<file path="src/rtl/mode_counter_pkg.sv">
// Shared encodings for the mode counter: operation codes and controller states.
package mode_counter_pkg;

   localparam logic [1:0] OP_HOLD = 2'b00;
   localparam logic [1:0] OP_DEC  = 2'b01;
   localparam logic [1:0] OP_INC  = 2'b10;
   localparam logic [1:0] OP_SHR  = 2'b11;

   typedef enum logic [1:0] {
      IDLE = 2'b00,
      RUN  = 2'b01,
      DONE = 2'b10
   } state_t;

endpackage

</file>
<file path="src/rtl/mode_counter.sv">
// Saturating load/decrement/increment/shift counter with sticky saturation,
// terminal-count pulse, reload register and an IDLE/RUN/DONE controller.
module mode_counter
   import mode_counter_pkg::*;
#(
   parameter int WIDTH = 8,
   parameter int STEP  = 1
) (
   input  logic             clock,
   input  logic             reset,
   input  logic             load,
   input  logic [WIDTH-1:0] load_value,
   input  logic             en,
   input  logic [1:0]       op,
   input  logic             auto_reload,
   output logic [WIDTH-1:0] count,
   output logic             zero,
   output logic             max,
   output logic             tc,
   output logic             sat,
   output logic             busy
);

   generate
      if (WIDTH < 2 || STEP < 1 || STEP > (2 ** WIDTH) - 1) begin : g_bad_params
         $error("mode_counter: STEP must lie in 1 .. 2**WIDTH-1 and WIDTH >= 2");
      end
   endgenerate

   localparam logic [WIDTH:0] STEP_EXT = (WIDTH + 1)'(STEP);

   state_t           state_reg, state_next;
   logic [WIDTH-1:0] count_reg, count_next;
   logic [WIDTH-1:0] reload_reg, reload_next;
   logic             sat_reg, sat_next;
   logic             tc_reg, tc_next;
   logic [WIDTH:0]   diff, sum;
   logic             reload_op;

   // One extra bit exposes the borrow/carry used for saturation.
   assign diff      = {1'b0, count_reg} - STEP_EXT;
   assign sum       = {1'b0, count_reg} + STEP_EXT;
   assign reload_op = en && auto_reload && (op == OP_DEC || op == OP_SHR);

   always_comb begin
      count_next  = count_reg;
      reload_next = reload_reg;
      sat_next    = sat_reg;
      tc_next     = 1'b0;
      if (load) begin
         count_next  = load_value;
         reload_next = load_value;
         sat_next    = 1'b0;
      end else if (en && state_reg == RUN) begin
         case (op)
            OP_DEC: begin
               if (diff[WIDTH]) begin
                  count_next = '0;
                  sat_next   = 1'b1;
                  tc_next    = 1'b1;
               end else begin
                  count_next = diff[WIDTH-1:0];
                  tc_next    = (diff[WIDTH-1:0] == '0);
               end
            end
            OP_INC: begin
               if (sum[WIDTH]) begin
                  count_next = '1;
                  sat_next   = 1'b1;
               end else begin
                  count_next = sum[WIDTH-1:0];
               end
            end
            OP_SHR: begin
               count_next = count_reg >> 1;
               tc_next    = (count_reg[WIDTH-1:1] == '0);
            end
            default: count_next = count_reg;
         endcase
      end else if (state_reg == DONE && reload_op) begin
         count_next = reload_reg;
      end
   end

   // tc_next doubles as the "RUN op reached zero" indication.
   always_comb begin
      state_next = state_reg;
      if (load) begin
         state_next = (load_value == '0) ? DONE : RUN;
      end else if (state_reg == RUN && tc_next) begin
         state_next = DONE;
      end else if (state_reg == DONE && reload_op && reload_reg != '0) begin
         state_next = RUN;
      end
   end

   always_ff @(posedge clock) begin
      if (reset) begin
         state_reg  <= IDLE;
         count_reg  <= '0;
         reload_reg <= '0;
         sat_reg    <= 1'b0;
         tc_reg     <= 1'b0;
      end else begin
         state_reg  <= state_next;
         count_reg  <= count_next;
         reload_reg <= reload_next;
         sat_reg    <= sat_next;
         tc_reg     <= tc_next;
      end
   end

   assign count = count_reg;
   assign zero  = (count_reg == '0);
   assign max   = (count_reg == '1);
   assign tc    = tc_reg;
   assign sat   = sat_reg;
   assign busy  = (state_reg == RUN);

endmodule
</file>
<file path="config.mk">
export PLATFORM = sky130hd
export DESIGN_NAME = mode_counter
export DESIGN_NICKNAME = d
export VERILOG_FILES = /design/src/rtl/mode_counter_pkg.sv /design/src/rtl/mode_counter.sv
export SDC_FILE = /design/constraint.sdc
export NUM_CORES = 1
export LEC_CHECK = 0
export BUFFER_PORTS_ARGS = -buffer_cell sky130_fd_sc_hd__clkbuf_2
export CORE_MARGIN = 5
export CORE_UTILIZATION = 60
export DETAILED_ROUTE_END_ITERATION = 6
export HOLD_SLACK_MARGIN = 0.12
export PLACE_DENSITY = 0.94
export SYNTH_ARGS = -nofsm -noshare
export SYNTH_HDL_FRONTEND = slang
export SYNTH_SLANG_ARGS = --single-unit
</file>
<file path="constraint.sdc">
create_clock -name clock -period 6.4 [get_ports clock]
set_clock_uncertainty 0.2 [all_clocks]
set_input_delay 0.32 -clock clock [delete_from_list [all_inputs] [get_ports clock]]
set_output_delay 0.32 -clock clock [all_outputs]
set_load 0.1 [all_outputs]
</file>
==> reports/summary.json <==
{
  "finalNetCount": 248,
  "post_cts_resized": 0,
  "dp_slack_ns": 3.92,
  "multiInputGateArea_mm2": 0.00109,
  "global_route_wire_length_before_repair_mm": 7.00,
  "synth_sequential_area_ratio_pct": 25.0,
  "timing.hold.worst.class": "in2reg",
  "synthesis_to_layout_area_growth_pct": 11.0,
  "setup.worst_path.start_class": "flip-flop",
  "cellPowerDensity_mw_per_mm2": 222,
  "place.gp.congestion": 0.906,
  "post-dp-hpwl_mm": 3.11,
  "setup_repair_after_global_routing_missed_its_margin": "false",
  "design.portCount": 28,
  "maxCapViolCount": 0,
  "cp_data_arrival_time_ns": 2.19,
  "clkSinkCount": 20,
  "final_count_of_negative_setup_slack_endpoints": 0,
  "clk_pin_slew_ns": 0.12,
  "syn-num-nets": 230,
  "sum_of_negative_setup_slack_ns": 0,
  "first_global_vias": 1465,
  "post_synth.cell_area_avg_um2": 7.60,
  "htreeDepth": 1,
  "ffs_w_async_s_r_synth_pct": 0,
  "min_period_over_period_pct": 42.3,
  "yosysTopAreaCell": "dfxtp_1",
  "detail_route.wirelength_mm": 4.27,
  "synth_top_area_share_pct": 25.0,
  "synth-seq-cells": 20,
  "synth_area_mm2": 0.00160,
  "synth.lib_cells_used.distinct": 60,
  "slew_viol_final": 0,
  "ys.warnings.count": 0,
  "drt_drc_violations_left": 0,
  "num-fill-cells": 210,
  "clock_insertion_delay_worst_skew_ns": 0.31,
  "max-vdd-ir-drop_v": 0.000266,
  "antenna_cells": 0,
  "clock_path_buffers": 2,
  "layout_min_cycle_time_ns": 2.71,
  "syn-instance-count": 211,
  "required_ns": 5.88,
  "final_antenna_net_count": 0,
  "die_width_um": 61.7,
  "post_detailed_route_wirelength_per_cell_um": 16.6,
  "root_buffer": "clkbuf_4",
  "initialDrtViolationCount": 200,
  "worst_pin_slew_ns": 0.809,
  "max_freq_mhz": 369,
  "port-buffer-count": 27,
  "maxSlewHeadroom_pct": 46.0,
  "layout-drive-gt1-share_pct": 18.0,
  "post-route-worst-setup-slack_ns": 3.69,
  "detailroute.via_count": 1733,
  "antenna_found_initial": 0,
  "die-area_mm2": 0.00381,
  "initial_utilization_pct": 63.5,
  "register_area_um2": 400,
  "overall_overflow_remaining_after_global_route": 0,
  "synth_enable_flop_cells": 0,
  "synth_ff_type": "dfxtp_1",
  "largest_fanout_on_the_critical_path": 9,
  "worstSetupEndpointType": "output pin",
  "leakage_nw": 0.722,
  "timing_worst_setup_path_type": "reg2out",
  "drt_first_pass_iters": 5,
  "core-area_mm2": 0.00252,
  "die_h_um": 61.7,
  "vias_per_cell": 6.72,
  "cts_tree": "yes",
  "cts-buffers-inserted": 3,
  "finish.utilization_pct": 70.5,
  "ys_top_cells_by_area": "dfxtp_1 (25%), a21oi_1 (5.9%), nand2_1 (5.2%)",
  "maximum_number_of_pins_on_one_net_before_global_route_repair": 27,
  "outcome": "complete, no violations",
  "floorplan.rows": 18,
  "grt.total_usage_pct": 24.3,
  "final-hold-violation-count": 0
}
[cell usage after synthesis, types with 2 or more instances]
cell type  count
ha_1           4
xor2_1         3
dfxtp_1       20
a211oi_1       4
xnor2_1        3
or3_1          3
nor3_1        11
nand2b_1       4
a21o_1         2
buf_2          8
nand3_1        6
nand4_1        2
o21ai_0       10
and3b_1        2
nand3b_1       2
nor4b_1        2
nor4_1         7
nor3b_1        2
inv_1          4
a31oi_1        3
clkbuf_1       8
mux2i_1        5
a221oi_1       2
nor2_1        14
a21boi_0       2
nand2_1       22
o211ai_1       2
a21oi_1       19
and3_1         3
o41ai_1        2
[final timing paths]
check / start / end / slack [ns] / cells past startpoint
worst max-delay path: count[1] / max / 3.69 / 5
worst min-delay path: load_value[4] / reload_reg[4] / 0.13 / 3
worst max register to register: count[1] / state_reg[0] / 3.80 / 7
worst min register to register: reload_reg[4] / reload_reg[4] / 0.29 / 2
[cell usage in the layout (no fill, tap or decap), types with 4 or more instances in the layout]
master and count:
clkbuf_2 27, nand2b_1 4, dlygate4sd3_1 4, nor4_1 7, nand3_1 6, nor3_1 11
mux2i_1 5, ha_1 4, nand2_1 22, nor2_1 14, a211oi_1 4, dfxtp_1 20
inv_1 4, a21oi_1 19, o21ai_0 10
[repair_timing]
item,CTS,global route
endpoints found under the hold margin,4,0
hold buffers,4,0
buffers inserted,0,0
[routing by layer]
layer  GRT usage [%]  wire length [um]  vias up
met4            7.58                97        0
met2            37.8              1960      104
li1                -                 -      821
met5               0                 0        -
met1            34.4              1790      793
met3            3.56               423       15
[through the flow]
step	area, um^2	hold WS [ns]	cells	total power, mW
5_1_grt	1780	0.149	258	0.414
4_1_cts	1780	0.124	258	0.393
2_1_floorplan	1600	0.222	211	0.266
3_3_place_gp	1690	0.269	250	0.289
3_5_place_dp	1690	0.275	250	0.291
6_report	1780	0.131	258	0.394
[critical path: stages (launching register included)]
cell and delay, ns:
dfxtp_1 0.54, ha_1 0.29, nand4_1 0.16, or2_2 0.38, inv_1 0.06, clkbuf_2 0.44
[logic make-up (layout without fill, tap and decap cells)]
kind of cell	after synthesis	after routing	synth area share (%)
buffers and inverters	23	40	6.71
flip-flops	20	20	25.0
adder cells (fa/ha/maj)	4	4	3.12
AO/OA/AOI/OAI	62	62	26.9
AND/OR/NAND/NOR	90	90	31.2
multiplexers	6	6	3.83
XOR/XNOR	6	6	3.28
[report_power, final]
part / switching (mW) / internal (mW)
sequential: 0.0175 / 0.132
combinational: 0.0986 / 0.0447
clock: 0.0378 / 0.0634
[final cells by class]
type,instances,area share (%)
clock buffers,3,1.27
clock inverters,1,1.69
well taps,30,2.11
inverters,5,1.05
repair buffers,31,9.85
multi-input cells,168,61.5
flip-flops and latches,20,22.5
(Power assumes the default switching activity.)
